===== config.mk =====
export PLATFORM = sky130hd
export DESIGN_NAME = alarm_scheduler
export DESIGN_NICKNAME = d
export VERILOG_FILES = /design/src/rtl/alarm_sched_pkg.sv /design/src/rtl/alarm_slot_match.sv /design/src/rtl/alarm_scheduler.sv
export SDC_FILE = /design/constraint.sdc
export NUM_CORES = 1
export LEC_CHECK = 0
export CAP_MARGIN = 20
export CORE_MARGIN = 1
export CORE_UTILIZATION = 24
export CTS_BUF_LIST = sky130_fd_sc_hd__clkbuf_16
export CTS_CLUSTER_DIAMETER = 60
export DETAILED_ROUTE_END_ITERATION = 7
export HOLD_SLACK_MARGIN = 0.1
export SLEW_MARGIN = 20
export SYNTH_ARGS = -nofsm -noshare
export SYNTH_HDL_FRONTEND = slang
export SYNTH_HIERARCHICAL = 1
export SYNTH_SLANG_ARGS = --single-unit

===== constraint.sdc =====
create_clock -name clk -period 2.9 [get_ports clk]
set_input_delay 0.435 -clock clk [delete_from_list [all_inputs] [get_ports clk]]
set_output_delay 0.435 -clock clk [all_outputs]
set_load 0.05 [all_outputs]

===== src/rtl/alarm_sched_pkg.sv =====
// Shared types and constants for the alarm scheduler: BCD hh:mm time,
// scheduler state encoding and the seconds-per-minute constant.
package alarm_sched_pkg;

  typedef struct packed {
    logic [3:0] hour_tens;
    logic [3:0] hour_ones;
    logic [3:0] min_tens;
    logic [3:0] min_ones;
  } bcd_time_t;

  typedef enum logic [1:0] {
    IDLE   = 2'd0,
    RING   = 2'd1,
    SNOOZE = 2'd2
  } sched_state_t;

  localparam int SEC_PER_MIN = 60;

endpackage


===== src/rtl/alarm_slot_match.sv =====
// One alarm slot: stored time/enable, comparator against the running clock,
// and a rising-edge detector that emits a single-cycle trigger.
module alarm_slot_match
  import alarm_sched_pkg::*;
(
  input  logic        clk,
  input  logic        rst,
  input  logic [15:0] time_now,
  input  logic        wr_en,
  input  logic [15:0] wr_time,
  input  logic        wr_enable,
  output logic        trigger
);

  bcd_time_t time_reg;
  logic      en_reg;
  logic      match_prev_reg;
  logic      match;

  assign match   = en_reg && (time_reg == bcd_time_t'(time_now));
  // A match held for the whole minute must produce only one trigger.
  assign trigger = match && !match_prev_reg;

  always_ff @(posedge clk or posedge rst) begin
    if (rst) begin
      time_reg       <= '0;
      en_reg         <= 1'b0;
      match_prev_reg <= 1'b0;
    end else begin
      match_prev_reg <= match;
      if (wr_en) begin
        time_reg <= bcd_time_t'(wr_time);
        en_reg   <= wr_enable;
      end
    end
  end

endmodule


===== src/rtl/alarm_scheduler.sv =====
// Multi-slot alarm scheduler sharing one buzzer enable through an
// IDLE/RING/SNOOZE FSM. Build option: ALARM_BEEP_PATTERN_EN (1 s on/off beep).
module alarm_scheduler
  import alarm_sched_pkg::*;
#(
  parameter int N_SLOTS    = 4,
  parameter int SNOOZE_MIN = 5,
  parameter int RING_SEC   = 60,
  parameter int MAX_SNOOZE = 3
) (
  input  logic                       clk,
  input  logic                       rst,
  input  logic                       sec_tick,
  input  logic [15:0]                time_now,
  input  logic                       cfg_we,
  input  logic [$clog2(N_SLOTS)-1:0] cfg_slot,
  input  logic [15:0]                cfg_time,
  input  logic                       cfg_en,
  input  logic                       stop_btn,
  input  logic                       snooze_btn,
  output logic                       aud_en,
  output logic                       ringing,
  output logic                       snoozed,
  output logic [$clog2(N_SLOTS)-1:0] active_slot
);

  localparam int SLOT_W       = $clog2(N_SLOTS);
  localparam int SEC_W        = 12;
  localparam int SNZ_W        = $clog2(MAX_SNOOZE + 2);
  localparam int SNOOZE_TICKS = SNOOZE_MIN * SEC_PER_MIN;

  logic [N_SLOTS-1:0] trig_vec;
  logic [N_SLOTS-1:0] pending_reg, pending_next;
  logic [SLOT_W-1:0]  pick;
  logic               any_pending;
  logic               cancel;

  sched_state_t       state_reg;
  logic [SLOT_W-1:0]  active_slot_reg;
  logic [SNZ_W-1:0]   snooze_cnt_reg;
  logic [SEC_W-1:0]   sec_cnt_reg;
  logic               aud_en_reg, ringing_reg, snoozed_reg;

  genvar gi;
  generate
    for (gi = 0; gi < N_SLOTS; gi++) begin : g_slot
      alarm_slot_match u_match (
        .clk       (clk),
        .rst       (rst),
        .time_now  (time_now),
        .wr_en     (cfg_we && (cfg_slot == SLOT_W'(gi))),
        .wr_time   (cfg_time),
        .wr_enable (cfg_en),
        .trigger   (trig_vec[gi])
      );
    end
  endgenerate

  always_comb begin
    pick = '0;
    for (int i = N_SLOTS - 1; i >= 0; i--) begin
      if (pending_reg[i]) pick = SLOT_W'(i);
    end
  end

  assign any_pending = |pending_reg;
  // Reprogramming the slot being served aborts it.
  assign cancel = cfg_we && (state_reg != IDLE) && (cfg_slot == active_slot_reg);

  always_comb begin
    pending_next = pending_reg;
    if (state_reg == IDLE && any_pending) pending_next[pick] = 1'b0;
    if (cancel) pending_next[active_slot_reg] = 1'b0;
    pending_next = pending_next | trig_vec;
  end

  always_ff @(posedge clk or posedge rst) begin
    if (rst) pending_reg <= '0;
    else     pending_reg <= pending_next;
  end

  always_ff @(posedge clk or posedge rst) begin
    if (rst) begin
      state_reg       <= IDLE;
      active_slot_reg <= '0;
      snooze_cnt_reg  <= '0;
      sec_cnt_reg     <= '0;
      aud_en_reg      <= 1'b0;
      ringing_reg     <= 1'b0;
      snoozed_reg     <= 1'b0;
    end else begin
      case (state_reg)
        IDLE: begin
          active_slot_reg <= '0;
          if (any_pending) begin
            state_reg       <= RING;
            active_slot_reg <= pick;
            snooze_cnt_reg  <= '0;
            sec_cnt_reg     <= '0;
            aud_en_reg      <= 1'b1;
            ringing_reg     <= 1'b1;
            snoozed_reg     <= 1'b0;
          end
        end
        RING: begin
          if (cancel || stop_btn) begin
            state_reg       <= IDLE;
            active_slot_reg <= '0;
            sec_cnt_reg     <= '0;
            aud_en_reg      <= 1'b0;
            ringing_reg     <= 1'b0;
            snoozed_reg     <= 1'b0;
          end else if (snooze_btn && (snooze_cnt_reg < SNZ_W'(MAX_SNOOZE))) begin
            state_reg      <= SNOOZE;
            snooze_cnt_reg <= snooze_cnt_reg + SNZ_W'(1);
            sec_cnt_reg    <= '0;
            aud_en_reg     <= 1'b0;
            ringing_reg    <= 1'b0;
            snoozed_reg    <= 1'b1;
          end else if (sec_tick) begin
            if (sec_cnt_reg == SEC_W'(RING_SEC - 1)) begin
              state_reg       <= IDLE;
              active_slot_reg <= '0;
              sec_cnt_reg     <= '0;
              aud_en_reg      <= 1'b0;
              ringing_reg     <= 1'b0;
              snoozed_reg     <= 1'b0;
            end else begin
              sec_cnt_reg <= sec_cnt_reg + SEC_W'(1);
`ifdef ALARM_BEEP_PATTERN_EN
              aud_en_reg  <= ~aud_en_reg;
`endif
            end
          end
        end
        SNOOZE: begin
          if (cancel || stop_btn) begin
            state_reg       <= IDLE;
            active_slot_reg <= '0;
            sec_cnt_reg     <= '0;
            aud_en_reg      <= 1'b0;
            ringing_reg     <= 1'b0;
            snoozed_reg     <= 1'b0;
          end else if (sec_tick) begin
            if (sec_cnt_reg == SEC_W'(SNOOZE_TICKS - 1)) begin
              state_reg   <= RING;
              sec_cnt_reg <= '0;
              aud_en_reg  <= 1'b1;
              ringing_reg <= 1'b1;
              snoozed_reg <= 1'b0;
            end else begin
              sec_cnt_reg <= sec_cnt_reg + SEC_W'(1);
            end
          end
        end
        default: state_reg <= IDLE;
      endcase
    end
  end

  assign aud_en      = aud_en_reg;
  assign ringing     = ringing_reg;
  assign snoozed     = snoozed_reg;
  assign active_slot = active_slot_reg;

endmodule


==> results of run 1 <==
[kinds of logic (layout without fill, tap and decap cells)]
family / count (synthesis) / after routing / share of synthesized area, %
buffers and inverters: 23 / 79 / 2.24
AOI/OAI and AO/OA: 45 / 45 / 7.00
DFF: 97 / 97 / 48.3
and+or+nand+nor: 114 / 114 / 13.1
xor gates and xnor gates: 66 / 66 / 11.5
muxes: 73 / 73 / 16.3
adders and majority gates: 6 / 6 / 1.49
[power breakdown]
part	switching, W	internal [W]
Combinational	0.000666	0.000595
Clock	0.000519	0.000668
Sequential	0.000166	0.00158
Total	0.00135	0.00285
[synthesized netlist by cell type, drive strengths merged]
master,n
dfrtp,97
mux2,72
xnor2,52
nor2,21
nand2,18
xor2,14
nand3,13
buf,12
nand4,12
inv,11
nor3,11
and3,10
o21ai,9
a221o,8
or3,7
ha,6
nand2b,5
or2,5
a21oi,4
nor2b,4
a22o,3
a31oi,3
o311ai,3
o31ai,3
a31o,2
a32o,2
nor3b,2
nor4b,2
o211a,2
o31a,2
a21boi,1
a32oi,1
and4bb,1
mux2i,1
nor4,1
o211ai,1
o21bai,1
or3b,1
or4,1
[metrics by stage]
stage / area (um2) / utilization (%) / worst slack, ns / instances / hold WS, ns
final: 6100 / 29.9 / 0.522 / 750 / 0.508
after detailed placement: 5810 / 28.5 / 0.325 / 735 / 0.495
after global placement: 5810 / 28.5 / 0.385 / 735 / 0.488
after CTS: 6100 / 29.9 / 0.558 / 750 / 0.514
after global routing: 6100 / 29.9 / 0.430 / 750 / 0.523
after floorplan: 5020 / - / 0.683 / 424 / 0.374
[worst max-delay path by stage]
stage,to,cells past startpoint,from
4_1_cts,sec_cnt_reg[6]$_DFFE_PP0P_,7,state_reg[0]$_DFFE_PP0P_
3_3_place_gp,sec_cnt_reg[6]$_DFFE_PP0P_,6,cfg_slot[0]
2_1_floorplan,sec_cnt_reg[6]$_DFFE_PP0P_,6,active_slot[0]$_DFFE_PP0P_
5_1_grt,sec_cnt_reg[6]$_DFFE_PP0P_,7,state_reg[0]$_DFFE_PP0P_
3_5_place_dp,sec_cnt_reg[6]$_DFFE_PP0P_,6,cfg_slot[0]
6_report,sec_cnt_reg[6]$_DFFE_PP0P_,7,state_reg[1]$_DFFE_PP0P_
[routing by layer]
layer	part of all wire [%]	GRT usage, %	vias up
met3	4.9	3.31	14
met5	0	0	-
met2	47	18.6	74
met1	47	15.5	1730
li1	-	-	1617
met4	1.4	4.06	0
[cell type report]
class | count | area (um2)
inverter | 11 | 41.3
clock inverter | 6 | 67.6
multi-input combinational | 304 | 2490
sequential | 97 | 2430
timing repair buffer | 53 | 510
tap | 270 | 338
clock buffer | 9 | 225
fill | 2091 | 14300
==> results.txt, run 1 <==
* Status: finished, final reports clean
- Of the synthesized area, sequential elements account for 48.3%.
- Most common library cell in the layout ignoring fill and taps: dfrtp_1
- Antenna diode count: 0
* Placer Congestion: 0.850
- No sink is reached through more buffers than the 2 on the longest clock path.
- Of the cells placed in the final design, the portion with a size suffix greater than 1 is 20.2%.
- Net count after synthesis: 471
- Initial antenna violation count: 0
- Leakage power of the design: 2.46 nW
- Layout overhead on the synthesized area: 21.4%
- Skew final: 0.0106 ns
- Actual transition at the worst max-transition pin: 0.877 ns
- In this run the cell area of the synthesized design comes to 5020 um2.
- Boundary Pins: 46
- During synthesis, Yosys emitted a total of 6 warnings.
- Area leader, netlist: dfrtp_1
* Portion of the clock cycle consumed by the worst path in the final layout: 82.0%
- The setup check on the worst reg-to-reg path leaves a slack of 0.52 ns.
* Core Box Area: 20400 um2
- Synthesized area per cell: 11.8 um2
- TritonCTS built the clock tree.
- The tree is rooted in a clkbuf_16.
* Highest cell delay on the worst timing path: 0.40 ns
- Number of vias per cell: 4.58
- CP endpoint kind: flip-flop
- Category of the most critical setup path: reg -> reg
- Critical path startpoint category: flip-flop
- Buffers placed on the I/O ports in this run total 45.
* Drt drc: 0
- Fraction of synthesized cell area taken by the top area cell type: 48.3%
- In this run, distinct cell masters in the synthesized netlist total 49.
* All-Layer GR Usage: 11.8%
- ANT nets after route: 0
- Entering global routing, the biggest net connects 26 pins.
* RSZ-0062 raised after global routing: false
* Number of buffers created by CTS: 9
* Reg2reg end: sec_cnt_reg[6]$_DFFE_PP0P_
- Worst Reg2Reg Path Length in Cells: 7
* Highest clock frequency the design can meet: 421 MHz
- Vias: 3435
- Number of flip-flops and latches in the synthesized netlist: 97
- Top cells by area, synth: dfrtp_1 48%, mux2_2 12%, xnor2_1 9.1%, mux2_1 4.5%, xor2_1 2.4%
- From left edge to right edge, the die measures 147 um.
- IR analysis of the VDD net gives a maximum drop of 0.376 mV.
* Worst endpoint data arrival time: 2.61 ns
- The number of buffers and inverters on the critical path is 1.
- Along the worst hold path, the cell count comes to 1.
* WP data required: 3.14 ns
- The first detailed-routing pass ran for 4 iterations.
- Die Y-Extent: 147 um
* End of the worst hold path: g_slot[0].u_match/time_reg[4]$_DFFE_PP0P_
- For this run the aggregate overflow at the end of global routing stands at 0.
- Final number of setup-violating endpoints: 0
* Die footprint: 21500 um2
- Starting utilization of the core area: 24.7%
- RR Startpoint: state_reg[1]$_DFFE_PP0P_
- Post-CTS timing repair inserted 0 buffers for setup.
* Fin nets: 523
* Final wirelength: 11800 um
* Slew headroom: 41.5%
- Ratio of total power to cell area: 688 nW/um2
- Clock-pin slew was measured on the worst setup and hold paths at 0.07 ns.
* Sink count of the clock tree: 97
* Count of hold-fix buffers inserted at cts: 0
- The clock reaches the later pin of the worst-skew pair after 0.35 ns.
- Type of the most critical hold path: reg -> reg
- Count of final max-slew check failures: 0
* Instance count of the mapped netlist: 424
- Among cell families on the critical path, the largest total delay comes from compound AO/OA/AOI/OAI gates.
- After detailed routing, the average wire length per cell comes to 15.7 um.
* Max reg flops: 64
- The first global-routing pass estimated 19600 um of wire.
- Post-CTS repair changed the size of 0 cells.
- The via count of the first global-routing pass was 3670.
- In this run, the number of DRC markers left after iteration 0 of detailed routing was 259.
- Most frequent cells in the layout: 97 x dfrtp_1, 52 x mux2_2, 52 x xnor2_1, 45 x clkdlybuf4s50_1, 21 x nor2_1
- Post-layout total power: 0.00420 W
- The H-tree generated during clock tree synthesis spans 3 levels.
- In this run the worst path has a maximum fanout of 12.
- Post-DP HPWL: 8590 um
* Max-capacitance violation count: 0
* Setup TNS Final: 0 ns
- The number of hold violations in the final report came to 0.
* CP cell instances: inv_1 -> ha_1 -> nand2b_1 -> o31a_1 -> a32o_2 -> and3_4 -> a221o_1
* Row Count: 52
- For this design, the slowest cell found on the critical path is dfrtp_1.
- In this run the most critical hold path is launched from g_slot[0].u_match/time_reg[4]$_DFFE_PP0P_.
* Period minus WS final: 2.38 ns
Power figures use the tool's default switching activity.
==> run 2, diff against run 1 <==
==> constraint.sdc (replaced) <==
create_clock -name clk -period 2.3 [get_ports clk]
set_input_delay 0.345 -clock clk [delete_from_list [all_inputs] [get_ports clk]]
set_output_delay 0.345 -clock clk [all_outputs]
set_load 0.05 [all_outputs]
==> run 2 against run 1 <==
Against the previous run: die area unchanged; clock skew increased by 0.0020 ns; clock power increased by 20%; combinational power increased by 38%; core utilization increased by 0.92 points; sequential cell count unchanged; wire length increased by 4.4%; fmax increased by 8.2%; highest routed layer unchanged.
==> results.txt, run 2 (synthesized netlist as in run 1, its figures left out) <==
- Status: finished, final reports clean
- The tree is rooted in a clkbuf_16.
- Worst endpoint data arrival time: 2.42 ns (-0.19 ns)
* Final Hold Violating Endpoints: 0 (unchanged)
- All-Layer GR Usage: 11.9% (+0.12 points)
* Final wirelength: 12300 um (+4.4%)
- Vias: 3531 (+2.8%)
* Reg2reg end: sec_cnt_reg[6]$_DFFE_PP0P_
- The level count of the clock H-tree came to 3 (unchanged).
- The wire length per cell after detailed routing was 16.0 um (+1.9%).
* Type of the most critical hold path: in -> async
- Layout overhead on the synthesized area: 25.1%
* Combined area of the multi-input logic cells: 2520 um2 (+1.3%)
- Instance count after placement with tap cells included: 750 (+2.0%)
- The critical path in this run is classified as reg -> reg.
- Starting utilization of the core area: 24.7% (unchanged)
- The depth of the worst register-to-register path is 7 (unchanged).
- Initial antenna violation count: 0 (unchanged)
- Drt drc: 0 (unchanged)
- Period minus WS final: 2.20 ns (-0.180 ns)
- The library cell used most frequently in the layout, excluding fill and tap cells, is dfrtp_1.
* Antenna diode count: 0 (unchanged)
* Die Y-Extent: 147 um (unchanged)
* Number of buffers created by CTS: 9 (unchanged)
- Register area: 2430 um2 (unchanged)
* Grt total ovfl: 0 (unchanged)
- The power per standard cell area was 854 nW/um2 (+24%).
- Max-capacitance violation count: 0 (unchanged)
- Most frequent cells in the layout: 97 x dfrtp_1, 52 x mux2_2, 52 x xnor2_1, 45 x clkdlybuf4s50_1, 21 x nor2_1
- Highest clock frequency the design can meet: 455 MHz (+8.2%)
- Buffers on Ports: 45 (unchanged)
* Portion of the clock cycle consumed by the worst path in the final layout: 95.6% (+14 points)
- RSZ-0062 raised after global routing: false
- Final number of setup-violating endpoints: 0 (unchanged)
- Core Box Area: 20400 um2 (unchanged)
- ANT nets after route: 0 (unchanged)
- Clock latency on the worst-skew pair: 0.34 ns (about the same)
- Critical path startpoint category: flip-flop
* Worst Setup Slack, final: 0.102 ns (-0.420 ns)
* Max rail drop VDD: 0.404 mV (+7.7%)
* Actual transition at the worst max-transition pin: 0.509 ns (-0.368 ns)
* Placer Congestion: 0.856 (+0.73%)
- The via count of the first global-routing pass is 3753 (+2.3%).
- The clock-pin slew of the registers on the worst-case setup and hold paths was 0.07 ns (about the same).
* Worst slack at placement: -0.0658 ns (-0.391 ns)
* Final standard cell count with taps included and fillers excluded: 768 (+2.4%)
- Fillcell total: 2079 (-0.57%)
- The leakage component of the power is 2.55 nW (+3.7%).
- The number of pins exceeding their max-slew limit in the final report came to 0 (unchanged).
- WP data required: 2.53 ns (-0.61 ns)
- DR pass1 iterations: 4 (unchanged)
- Count of hold-fix buffers inserted at cts: 0 (unchanged)
- The worst slew margin relative to its limit was 66.0% (+25 points).
* Wire length of the first global-routing pass: 20100 um (+2.3%)
* Clock tree from TritonCTS: done
* Critical path fanouts, max: 9 (-3)
- The pin count of the biggest net entering global routing came to 26 (unchanged).
* Max reg flops: 64 (unchanged)
* CP endpoint kind: flip-flop
* Boundary Pins: 46 (unchanged)
- The net total in the final layout was 540 (+3.3%).
- The final HPWL from detailed placement is 8770 um (+2.1%).
- The worst-case register-to-register setup slack came to 0.10 ns (-0.42 ns).
- Sink count of the clock tree: 97 (unchanged)
* Number of vias per cell: 4.60 (+0.39%)
- Chip Width: 147 um (unchanged)
* Die footprint: 21500 um2 (unchanged)
* Share of post-route cells with drive strength above 1: 23.3% (+3.1 points)
* Number of buffers between clock root and the deepest sink: 2 (unchanged)
* Skew final: 0.0126 ns (+0.00199 ns)
- The worst register-to-register path begins at state_reg[0]$_DFFE_PP0P_.
* Row Count: 52 (unchanged)
- The number of DRC markers in iteration 0 came to 158 (-39%).
run 2: cell types whose count changed in the layout (fill, tap and decap cells not counted), moves of 2 or more:
cell      change
buf_4        +12
inv_6         +2
buf_12        +4
clkinv_2      -2
run 2: metal layers:
metal	global-route usage [%]	wire length, um	vias up
met5	0	0	-
met4	2.34	102	0
met3	2.84	617	10
met2	20.3	6000	84
met1	15.4	5590	1779
li1	-	-	1658
run 2: critical path: stages (launching register included):
cell and delay (ns):
dfrtp_1 0.38, inv_1 0.09, ha_2 0.22, nand2b_1 0.19, o31a_1 0.34, a32o_2 0.29, and3_4 0.23, a221o_1 0.33
run 2: per-stage QoR:
| step | util, % | hold slack [ns] | total power [W] | TNS, ns | instance area (um2) |
|---|---|---|---|---|---|
| floorplan | - | 0.284 | 0.00336 | 0 | 5020 |
| global placement | 29.3 | 0.489 | 0.00386 | -0.0305 | 5970 |
| detailed placement | 29.3 | 0.497 | 0.00392 | -0.395 | 5970 |
| CTS | 30.7 | 0.470 | 0.00536 | 0 | 6250 |
| global route | 30.9 | 0.507 | 0.00568 | 0 | 6280 |
| finish | 30.9 | 0.464 | 0.00537 | 0 | 6280 |
run 2: cell type report:
class | instances | area share (%)
sequential | 97 | 38.6
inverter | 11 | 0.657
tap | 270 | 5.38
multi-input combinational | 305 | 40.1
timing repair buffer | 69 | 10.8
clock inverter | 7 | 0.836
clock buffer | 9 | 3.58
run 2: worst max-delay path by stage:
| stage | to | cells after the start | slack, ns | start |
|---|---|---|---|---|
| detailed placement | sec_cnt_reg[6]$_DFFE_PP0P_ | 6 | -0.07 | cfg_slot[0] |
| global route | sec_cnt_reg[7]$_DFFE_PP0P_ | 7 | 0.02 | state_reg[0]$_DFFE_PP0P_ |
| CTS | sec_cnt_reg[6]$_DFFE_PP0P_ | 7 | 0.03 | state_reg[0]$_DFFE_PP0P_ |
| finish | sec_cnt_reg[6]$_DFFE_PP0P_ | 7 | 0.10 | state_reg[0]$_DFFE_PP0P_ |
| floorplan | sec_cnt_reg[6]$_DFFE_PP0P_ | 6 | 0.08 | active_slot[0]$_DFFE_PP0P_ |
| global placement | sec_cnt_reg[6]$_DFFE_PP0P_ | 6 | -0.01 | cfg_slot[0] |
run 2: repair_timing:
item | 4_1_cts | 5_1_grt
buffers inserted | 0 | 1
resized for setup | 0 | 4
setup endpoints to repair | 0 | 16
run 2: where the power goes:
group	total (W)	switching, W	leakage (nW)	internal (W)
Sequential	0.00220	0.000208	1.20	0.00200
Combinational	0.00174	0.000895	1.22	0.000843
Clock	0.00143	0.000684	0.137	0.000744
